File: config.mk
export PLATFORM = sky130hd
export DESIGN_NAME = mem_port_arbiter
export DESIGN_NICKNAME = d
export VERILOG_FILES = /design/src/rtl/mem_port_arbiter.sv
export SDC_FILE = /design/constraint.sdc
export NUM_CORES = 1
export LEC_CHECK = 0
export CAP_MARGIN = 20
export CORE_MARGIN = 10
export CORE_UTILIZATION = 36
export DETAILED_ROUTE_END_ITERATION = 8
export GPL_ROUTABILITY_DRIVEN = 0
export PLACE_DENSITY = 0.75
export SLEW_MARGIN = 5
export SYNTH_ARGS = -nofsm -noshare
export SYNTH_HDL_FRONTEND = slang
export SYNTH_SLANG_ARGS = --single-unit
File: constraint.sdc
create_clock -name clk -period 1.2 [get_ports clk]
set_input_delay 0.24 -clock clk [delete_from_list [all_inputs] [get_ports clk]]
set_output_delay 0.24 -clock clk [all_outputs]
set_load 0.02 [all_outputs]
File: src/rtl/mem_port_arbiter.sv
// mem_port_arbiter: arbitrates a single memory port between an instruction
// fetch unit (read only) and an execution unit (read and write).
//
// Build option: define MEM_PORT_ARB_EXU_PRIO_EN to give EXU fixed priority on
// every tie. Otherwise, ties alternate round-robin and IFU wins the first tie
// after reset.
//
// Ports:
//   clk, reset                       clock, synchronous active-high reset
//   ifu_rd_req / ifu_rd_addr         fetch read request, held until ifu_gnt
//   ifu_gnt, ifu_rd_vld, ifu_rd_data fetch grant pulse, read-valid pulse, data
//   exu_rd_req, exu_wr_req           exec read / write requests, held until exu_gnt
//   exu_addr, exu_wr_data            exec address and write data
//   exu_gnt, exu_rd_vld, exu_rd_data exec grant pulse, read-valid pulse, data
//   mem_rd_req, mem_wr_req           one-cycle memory command strobes
//   mem_addr, mem_wr_data            memory command address / write data
//   mem_rd_data                      memory read data, one cycle after mem_rd_req
//   busy                             high whenever the FSM is not in IDLE
module mem_port_arbiter #(
  parameter int unsigned ADDR_W = 12,
  parameter int unsigned DATA_W = 12
) (
  input  logic              clk,
  input  logic              reset,
  input  logic              ifu_rd_req,
  input  logic [ADDR_W-1:0] ifu_rd_addr,
  output logic              ifu_gnt,
  output logic              ifu_rd_vld,
  output logic [DATA_W-1:0] ifu_rd_data,
  input  logic              exu_rd_req,
  input  logic              exu_wr_req,
  input  logic [ADDR_W-1:0] exu_addr,
  input  logic [DATA_W-1:0] exu_wr_data,
  output logic              exu_gnt,
  output logic              exu_rd_vld,
  output logic [DATA_W-1:0] exu_rd_data,
  output logic              mem_rd_req,
  output logic              mem_wr_req,
  output logic [ADDR_W-1:0] mem_addr,
  output logic [DATA_W-1:0] mem_wr_data,
  input  logic [DATA_W-1:0] mem_rd_data,
  output logic              busy
);

  typedef enum logic [1:0] {
    IDLE  = 2'd0,
    ISSUE = 2'd1,
    WAIT  = 2'd2,
    RESP  = 2'd3
  } state_t;

  state_t state, state_d;

  // Owner of the transaction in flight (1 = EXU). In the round-robin build it
  // also records the last owner for tie-breaking.
  logic owner_exu, owner_exu_d;
  logic op_wr, op_wr_d;

  logic              ifu_gnt_d, exu_gnt_d;
  logic              ifu_rd_vld_d, exu_rd_vld_d;
  logic              mem_rd_req_d, mem_wr_req_d;
  logic              busy_d;
  logic [ADDR_W-1:0] mem_addr_d;
  logic [DATA_W-1:0] mem_wr_data_d;
  logic [DATA_W-1:0] ifu_rd_data_d, exu_rd_data_d;

  logic ifu_pend, exu_pend, pick_exu;

  // Arbitration between pending requesters
  always_comb begin
    ifu_pend = ifu_rd_req;
    exu_pend = exu_rd_req | exu_wr_req;
`ifdef MEM_PORT_ARB_EXU_PRIO_EN
    pick_exu = exu_pend;
`else
    // On a tie the requester that did not own the last transaction wins.
    pick_exu = exu_pend & (~ifu_pend | ~owner_exu);
`endif
  end

  // Next-state and next-output logic; outputs are registered so every value
  // here is what the port shows during the state being entered.
  always_comb begin
    state_d       = state;
    owner_exu_d   = owner_exu;
    op_wr_d       = op_wr;
    ifu_gnt_d     = 1'b0;
    exu_gnt_d     = 1'b0;
    ifu_rd_vld_d  = 1'b0;
    exu_rd_vld_d  = 1'b0;
    mem_rd_req_d  = 1'b0;
    mem_wr_req_d  = 1'b0;
    busy_d        = 1'b1;
    mem_addr_d    = mem_addr;
    mem_wr_data_d = mem_wr_data;
    ifu_rd_data_d = ifu_rd_data;
    exu_rd_data_d = exu_rd_data;

    case (state)
      IDLE: begin
        busy_d = 1'b0;
        if (ifu_pend || exu_pend) begin
          state_d     = ISSUE;
          busy_d      = 1'b1;
          owner_exu_d = pick_exu;
          if (pick_exu) begin
            // A simultaneous EXU write goes first; the read stays pending.
            op_wr_d      = exu_wr_req;
            exu_gnt_d    = 1'b1;
            mem_addr_d   = exu_addr;
            mem_wr_req_d = exu_wr_req;
            mem_rd_req_d = ~exu_wr_req;
            if (exu_wr_req) begin
              mem_wr_data_d = exu_wr_data;
            end
          end else begin
            op_wr_d      = 1'b0;
            ifu_gnt_d    = 1'b1;
            mem_addr_d   = ifu_rd_addr;
            mem_rd_req_d = 1'b1;
          end
        end
      end

      ISSUE: begin
        if (op_wr) begin
          state_d = IDLE;
          busy_d  = 1'b0;
        end else begin
          state_d = WAIT;
        end
      end

      WAIT: begin
        state_d = RESP;
        if (owner_exu) begin
          exu_rd_data_d = mem_rd_data;
          exu_rd_vld_d  = 1'b1;
        end else begin
          ifu_rd_data_d = mem_rd_data;
          ifu_rd_vld_d  = 1'b1;
        end
      end

      RESP: begin
        state_d = IDLE;
        busy_d  = 1'b0;
      end

      default: begin
        state_d = IDLE;
        busy_d  = 1'b0;
      end
    endcase
  end

  // State and output registers
  always_ff @(posedge clk) begin
    if (reset) begin
      state       <= IDLE;
      owner_exu   <= 1'b1;
      op_wr       <= 1'b0;
      ifu_gnt     <= 1'b0;
      exu_gnt     <= 1'b0;
      ifu_rd_vld  <= 1'b0;
      exu_rd_vld  <= 1'b0;
      mem_rd_req  <= 1'b0;
      mem_wr_req  <= 1'b0;
      busy        <= 1'b0;
      mem_addr    <= '0;
      mem_wr_data <= '0;
      ifu_rd_data <= '0;
      exu_rd_data <= '0;
    end else begin
      state       <= state_d;
      owner_exu   <= owner_exu_d;
      op_wr       <= op_wr_d;
      ifu_gnt     <= ifu_gnt_d;
      exu_gnt     <= exu_gnt_d;
      ifu_rd_vld  <= ifu_rd_vld_d;
      exu_rd_vld  <= exu_rd_vld_d;
      mem_rd_req  <= mem_rd_req_d;
      mem_wr_req  <= mem_wr_req_d;
      busy        <= busy_d;
      mem_addr    <= mem_addr_d;
      mem_wr_data <= mem_wr_data_d;
      ifu_rd_data <= ifu_rd_data_d;
      exu_rd_data <= exu_rd_data_d;
    end
  end

endmodule

After elaboration in Yosys (flattened, before gate mapping)
Index checks and enable logic that the tools add are counted.
{"block": "totals", "register_bits": 59, "output_inout_bits": 55, "word_cells": 48}
{"block": "op_classes", "n_eq_ne": 4, "n_mux": 13, "n_bitwise": 9, "reduce_logical": 8}
{"op": "$mux W12", "n": 1}
{"op": "$mux W1", "n": 8}
{"op": "$pmux W2 S4", "n": 1}
{"op": "$not A1 Y1", "n": 6}
{"op": "$reduce_and A2 Y1", "n": 3}
{"op": "$eq A2 B2 Y1 const B", "n": 2}
{"op": "$mux W2", "n": 2}
{"op": "$reduce_and A4 Y1", "n": 1}
{"op": "$pmux W1 S3", "n": 1}
{"op": "$reduce_or A3 Y1", "n": 1}
{"op": "$eq A2 B1 Y1 const B", "n": 1}
{"op": "$logic_not A2 Y1", "n": 1}
{"op": "$ne A2 B2 Y1 const B", "n": 1}
{"op": "$or A1 B1 Y1", "n": 2}
{"op": "$reduce_or A2 Y1", "n": 1}
{"op": "$and A1 B1 Y1", "n": 1}
{"op": "$logic_or A1 B1 Y1", "n": 1}

Longest topological paths before layout
{"block": "depth", "depth_word": 4, "ltp_mapped": 5, "mapped_depth_nobuf": 3}

Least setup slack after synthesis
OpenSTA, ideal clock, no wires.
{"block": "synth_timing", "kind": "register to register", "from": "reg owner_exu", "to": "reg ifu_rd_data[3]", "setup_time_ns": 0.132, "t_arrival_ns": 1.149, "setup_slack_ns": -0.081, "stages_incl_launch_ff": 6, "period_less_slack_ns": 1.281, "cell_sequence": "dfxtp_1 > buf_2 > or3b_1 > buf_2 > nand2_1 > a21oi_1"}
{"block": "synth_between", "elab_chain_cells": 2}
{"element": "from (decl)", "line_no": "56", "source": "logic owner_exu, owner_exu_d;"}
{"element": "from (signal assigned)", "line_no": "176", "source": "owner_exu <= owner_exu_d;"}
{"element": "$not A1 Y1 (no line)"}
{"element": "$reduce_and A2 Y1 (no line)"}
{"element": "to (signal assigned)", "line_no": "187", "source": "ifu_rd_data <= ifu_rd_data_d;"}
{"element": "to (decl)", "line_no": "29", "source": "output logic [DATA_W-1:0] ifu_rd_data,"}
Every way passes these cells.
A chain may end at the register's enable or synchronous reset.

Worst setup path in the final report
{"block": "layout_timing", "from": "reg owner_exu", "to": "reg mem_addr[2]"}
{"block": "layout_between", "elab_chain_cells": 4}
{"element": "$not A1 Y1 (no line)"}
{"element": "$or A1 B1 Y1", "line_no": "77", "source": "pick_exu = exu_pend & (~ifu_pend | ~owner_exu);"}
{"element": "$and A1 B1 Y1", "line_no": "77"}
{"element": "$mux W12", "line_no": "106", "source": "if (pick_exu) begin"}
{"element": "to (signal assigned)", "line_no": "185", "source": "mem_addr <= mem_addr_d;"}
{"element": "to (decl)", "line_no": "39", "source": "output logic [ADDR_W-1:0] mem_addr,"}
Every way passes these cells.

==> Implementation_results.wiki <==
{| class="wikitable"
! Metric !! Value
|-
| Critical path arrival || 1520 ps
|-
| RSZ-0062 raised after global routing || yes
|-
| Final Instance Area || 3780 um^2
|-
| Routed wire length || ~8.3 mm
|-
| Share of power burned in the clock network || 0.316
|-
| Post-route worst setup slack || -89.7 ps
|-
| Hold-fix buffers, CTS || 0
|-
| Total clock buffers created by CTS || 9
|-
| Number of ports placed on the die boundary || between 100 and 150
|-
| Violated checks || negative setup slack
|-
| Clock period minus final worst setup slack || 1290 ps
|-
| Startpoint kind of the worst setup timing path || flip-flop
|-
| Share of total power in sequential cells || 0.429
|-
| Adder-cell area share of the yosys netlist || 0
|-
| DRC violation total after the first TritonRoute iteration || 94
|-
| Starting density of the core || 0.375
|-
| Class of the most critical setup path || flip-flop to flip-flop
|-
| Result of the run || finished, violations left
|-
| Buffer depth of the longest clock path || 2
|-
| Fin crit share || 1.07
|-
| Die Outline Area || around 10000 um^2
|-
| Leakage dissipation || 1.51 nW
|-
| Average cell area after synthesis || 8.33 um^2
|-
| Cell area after placement || 3510 um^2
|-
| Worst hold margin || 233 ps
|-
| Net switching fraction of the power || 0.303
|-
| Fraction of final layout cells sized beyond drive strength 1 || 0.368
|-
| Number of port buffers || ~110
|-
| Internal power || 3.56 mW
|-
| Combinational family with the most area after synthesis || compound AO/OA/AOI/OAI gates
|-
| Final core utilization || 0.631
|-
| Synthesized netlist net count || 323
|-
| Yosys top cell by area || dfxtp_1
|-
| Clock sink count || 59
|-
| Total global-route track usage || 0.151
|-
| Number of hold violations in the final report || 0
|-
| Worst relative slew slack || 0.773
|-
| Area fraction of the dominant cell type after synthesis || 0.525
|-
| CTS H-Tree Depth || 3
|-
| Avg WL per Cell || 17.5 um
|-
| Area share of xor/xnor cells in the synthesized design || 0
|-
| Area growth from synthesis to final layout || 68.1%
|-
| Share of synthesized area occupied by flip-flops and latches || 0.525
|-
| Post-Synthesis Cell Area || 2250 um^2
|-
| Clock transition time at the flip-flop clock pins of the worst setup and hold paths || 70 ps
|-
| Worst VDD drop || 0.740 mV
|-
| Critical Path RT || approximately 1400 ps
|-
| DIE WIDTH || 99.0 um
|-
| Source-to-sink clock delay at the later pin of the worst-skew pair || 330 ps
|-
| Largest net degree at the start of global routing || 22
|-
| Max Fanout on Critical Path || 10
|-
| Number of max-slew violations in the final report || 0
|-
| Initial antenna violation count || 0
|-
| Pwr per Cell Area || 1350 nW/um^2
|-
| Height of the die || 99.0 um
|-
| Warning count from the yosys run || 0
|-
| Final Skew || 5.22 ps
|-
| Number of distinct library cell variants in the gate-level netlist after synthesis || 28
|-
| Seq cells post-synth || 59
|-
| Power dissipated by switching net loads || 1.55 mW
|-
| Average vias per placed instance || about 5.2
|-
| Largest cells by area after synthesis || dfxtp_1, nand2_1, a21oi_1, a311oi_1, buf_2
|-
| Slew at the pin closest to its max-slew limit || around 340 ps
|-
| Root cell of the clock tree || clkbuf_8
|-
| Portion of total power attributed to combinational logic || 0.255
|-
| Detailed-router iteration count before antenna repair || 4
|-
| HPWL after detailed placement || 5.44 mm
|-
| Post-synthesis compound-gate area fraction || 0.216
|-
| Number of antenna diodes || 0
|-
| Endpoints failing setup || 3
|-
| Total overflow reported by the global router || 0
|-
| TritonCTS clock tree || built
|-
| Filler cell count || slightly above 500
|-
| Worst Hold Class || input pin to flip-flop
|-
| Vias || 2470
|-
| Std-Cell Core Area || 5990 um^2
|-
| First-pass GRT wire length || 12.2 mm
|-
| F_max || 0.775 GHz
|-
| Remaining number of nets flagged by the antenna check after routing || 0
|-
| Total number of nets in the final design || 448
|-
| Max capacitance violation total || 0
|-
| Syn Inst Count || 270
|-
| Number of global-route vias before repair || approximately 2400
|-
| Endpoint kind of the worst setup timing path || flip-flop
|-
| Placement row count || 28
|-
| Mux cell area share after synthesis || 0.00445
|-
| Total DRC errors in the routed layout || 0
|-
| Simple-gate share of the synthesized area || 0.200
|}
power groups by stage:
stage          clock network (mW)  logic, mW  registers [mW]
2_1_floorplan                   0      0.441            2.35
5_1_grt                      1.74       1.39            2.20
3_5_place_dp                    0       1.19            2.22
3_3_place_gp                    0       1.17            2.21
4_1_cts                      1.63       1.21            2.18
6_report                     1.62       1.30            2.19
metal layers:
metal  share of wire  vias up  track usage
met4           0.018        0       0.0617
li1                -     1177            -
met3            0.11       16       0.0803
met1            0.41     1159        0.172
met2            0.47      118        0.232
met5               0        -            0
synthesized netlist by cell type:
library cell	n
buf_4	1
nand2_1	74
o21ai_1	9
or2_1	1
nor3_1	6
nand3b_1	1
nor2_1	7
a311oi_2	1
a2bb2oi_2	1
a21oi_1	50
a21boi_2	1
a21bo_1	1
or3_1	1
clkbuf_2	1
mux2i_1	1
o2bb2ai_2	1
dfxtp_1	59
buf_6	1
and3b_1	1
clkbuf_1	7
or3b_1	1
nor2_2	1
o21ai_0	4
buf_2	14
nand3_1	12
nor3b_2	1
a311oi_1	11
a211o_1	1
worst paths after layout:
kind                                    start                     endpoint  slack [ps]  cells past startpoint
hold / removal                          reset  ifu_rd_data[9]$_SDFFE_PP0P_         230                      2
hold reg to reg   exu_rd_data[3]$_SDFFE_PP0P_  exu_rd_data[3]$_SDFFE_PP0P_         450                      2
setup reg to reg       owner_exu$_SDFFE_PP1P_     mem_addr[2]$_SDFFE_PP0P_         -90                      4
setup / recovery       owner_exu$_SDFFE_PP1P_     mem_addr[2]$_SDFFE_PP0P_         -90                      4
per-stage QoR:
stage / total power, mW / setup slack [ps] / TNS (ps) / instances
CTS: 5.03 / 0.604 / 0 / 468
global placement: 3.39 / -614 / -13270 / 450
global route: 5.33 / -108 / -789 / 475
finish: 5.11 / -89.7 / -134 / 475
detailed placement: 3.41 / -715 / -15320 / 450
floorplan: 2.79 / -12.4 / -95.5 / 270
layout by cell type (no fill, tap or decap), types with 10 or more instances in the layout:
cell type        netlist  layout
a21oi_1               50      35
a21oi_2                0      15
buf_2                 14      40
buf_4                  1      14
clkbuf_8               0      11
clkdlybuf4s15_2        0      12
clkdlybuf4s50_1        0      48
dfxtp_1               59      56
nand2_1               74      66
nand3_1               12      10
o21ai_1                9      10
state kept, by name, summed over array words and instances (netlist names), named ones only:
name         cells
ifu_gnt          1
mem_wr_data     12
exu_gnt          1
mem_addr        12
ifu_rd_data     12
busy             1
exu_rd_vld       1
owner_exu        1
op_wr            1
exu_rd_data     12
mem_wr_req       1
state            1
mem_rd_req       1
ifu_rd_vld       1
final cells by class:
cell class,instances,area (um^2),share of cell area
clock inverter,5,27.5,0.00728
sequential,59,1190,0.314
timing repair buffer,137,1190,0.316
tap,75,93.8,0.0248
multi-input combinational,188,1130,0.298
clock buffer,11,151,0.0401
logic make-up (layout without fill, tap and decap cells):
kind of cell	count (synthesis)	after routing
AOI/OAI and AO/OA	80	80
muxes	1	1
DFF	59	59
and+or+nand+nor	106	107
buffers and inverters	24	153
repair_timing:
item,CTS,global route
gates resized for setup,182,92
endpoints found under the setup margin,100,83
setup buffers,0,7
gates cloned,2,0
pin swaps,2,28
worst max-delay path, cell delays in order, from the launching register on:
cell and delay, ps:
dfxtp_4 450, o2bb2ai_4 160, buf_6 160, nand2_1 100, a311oi_2 310
No activity file was read; power rests on OpenSTA's default activity.
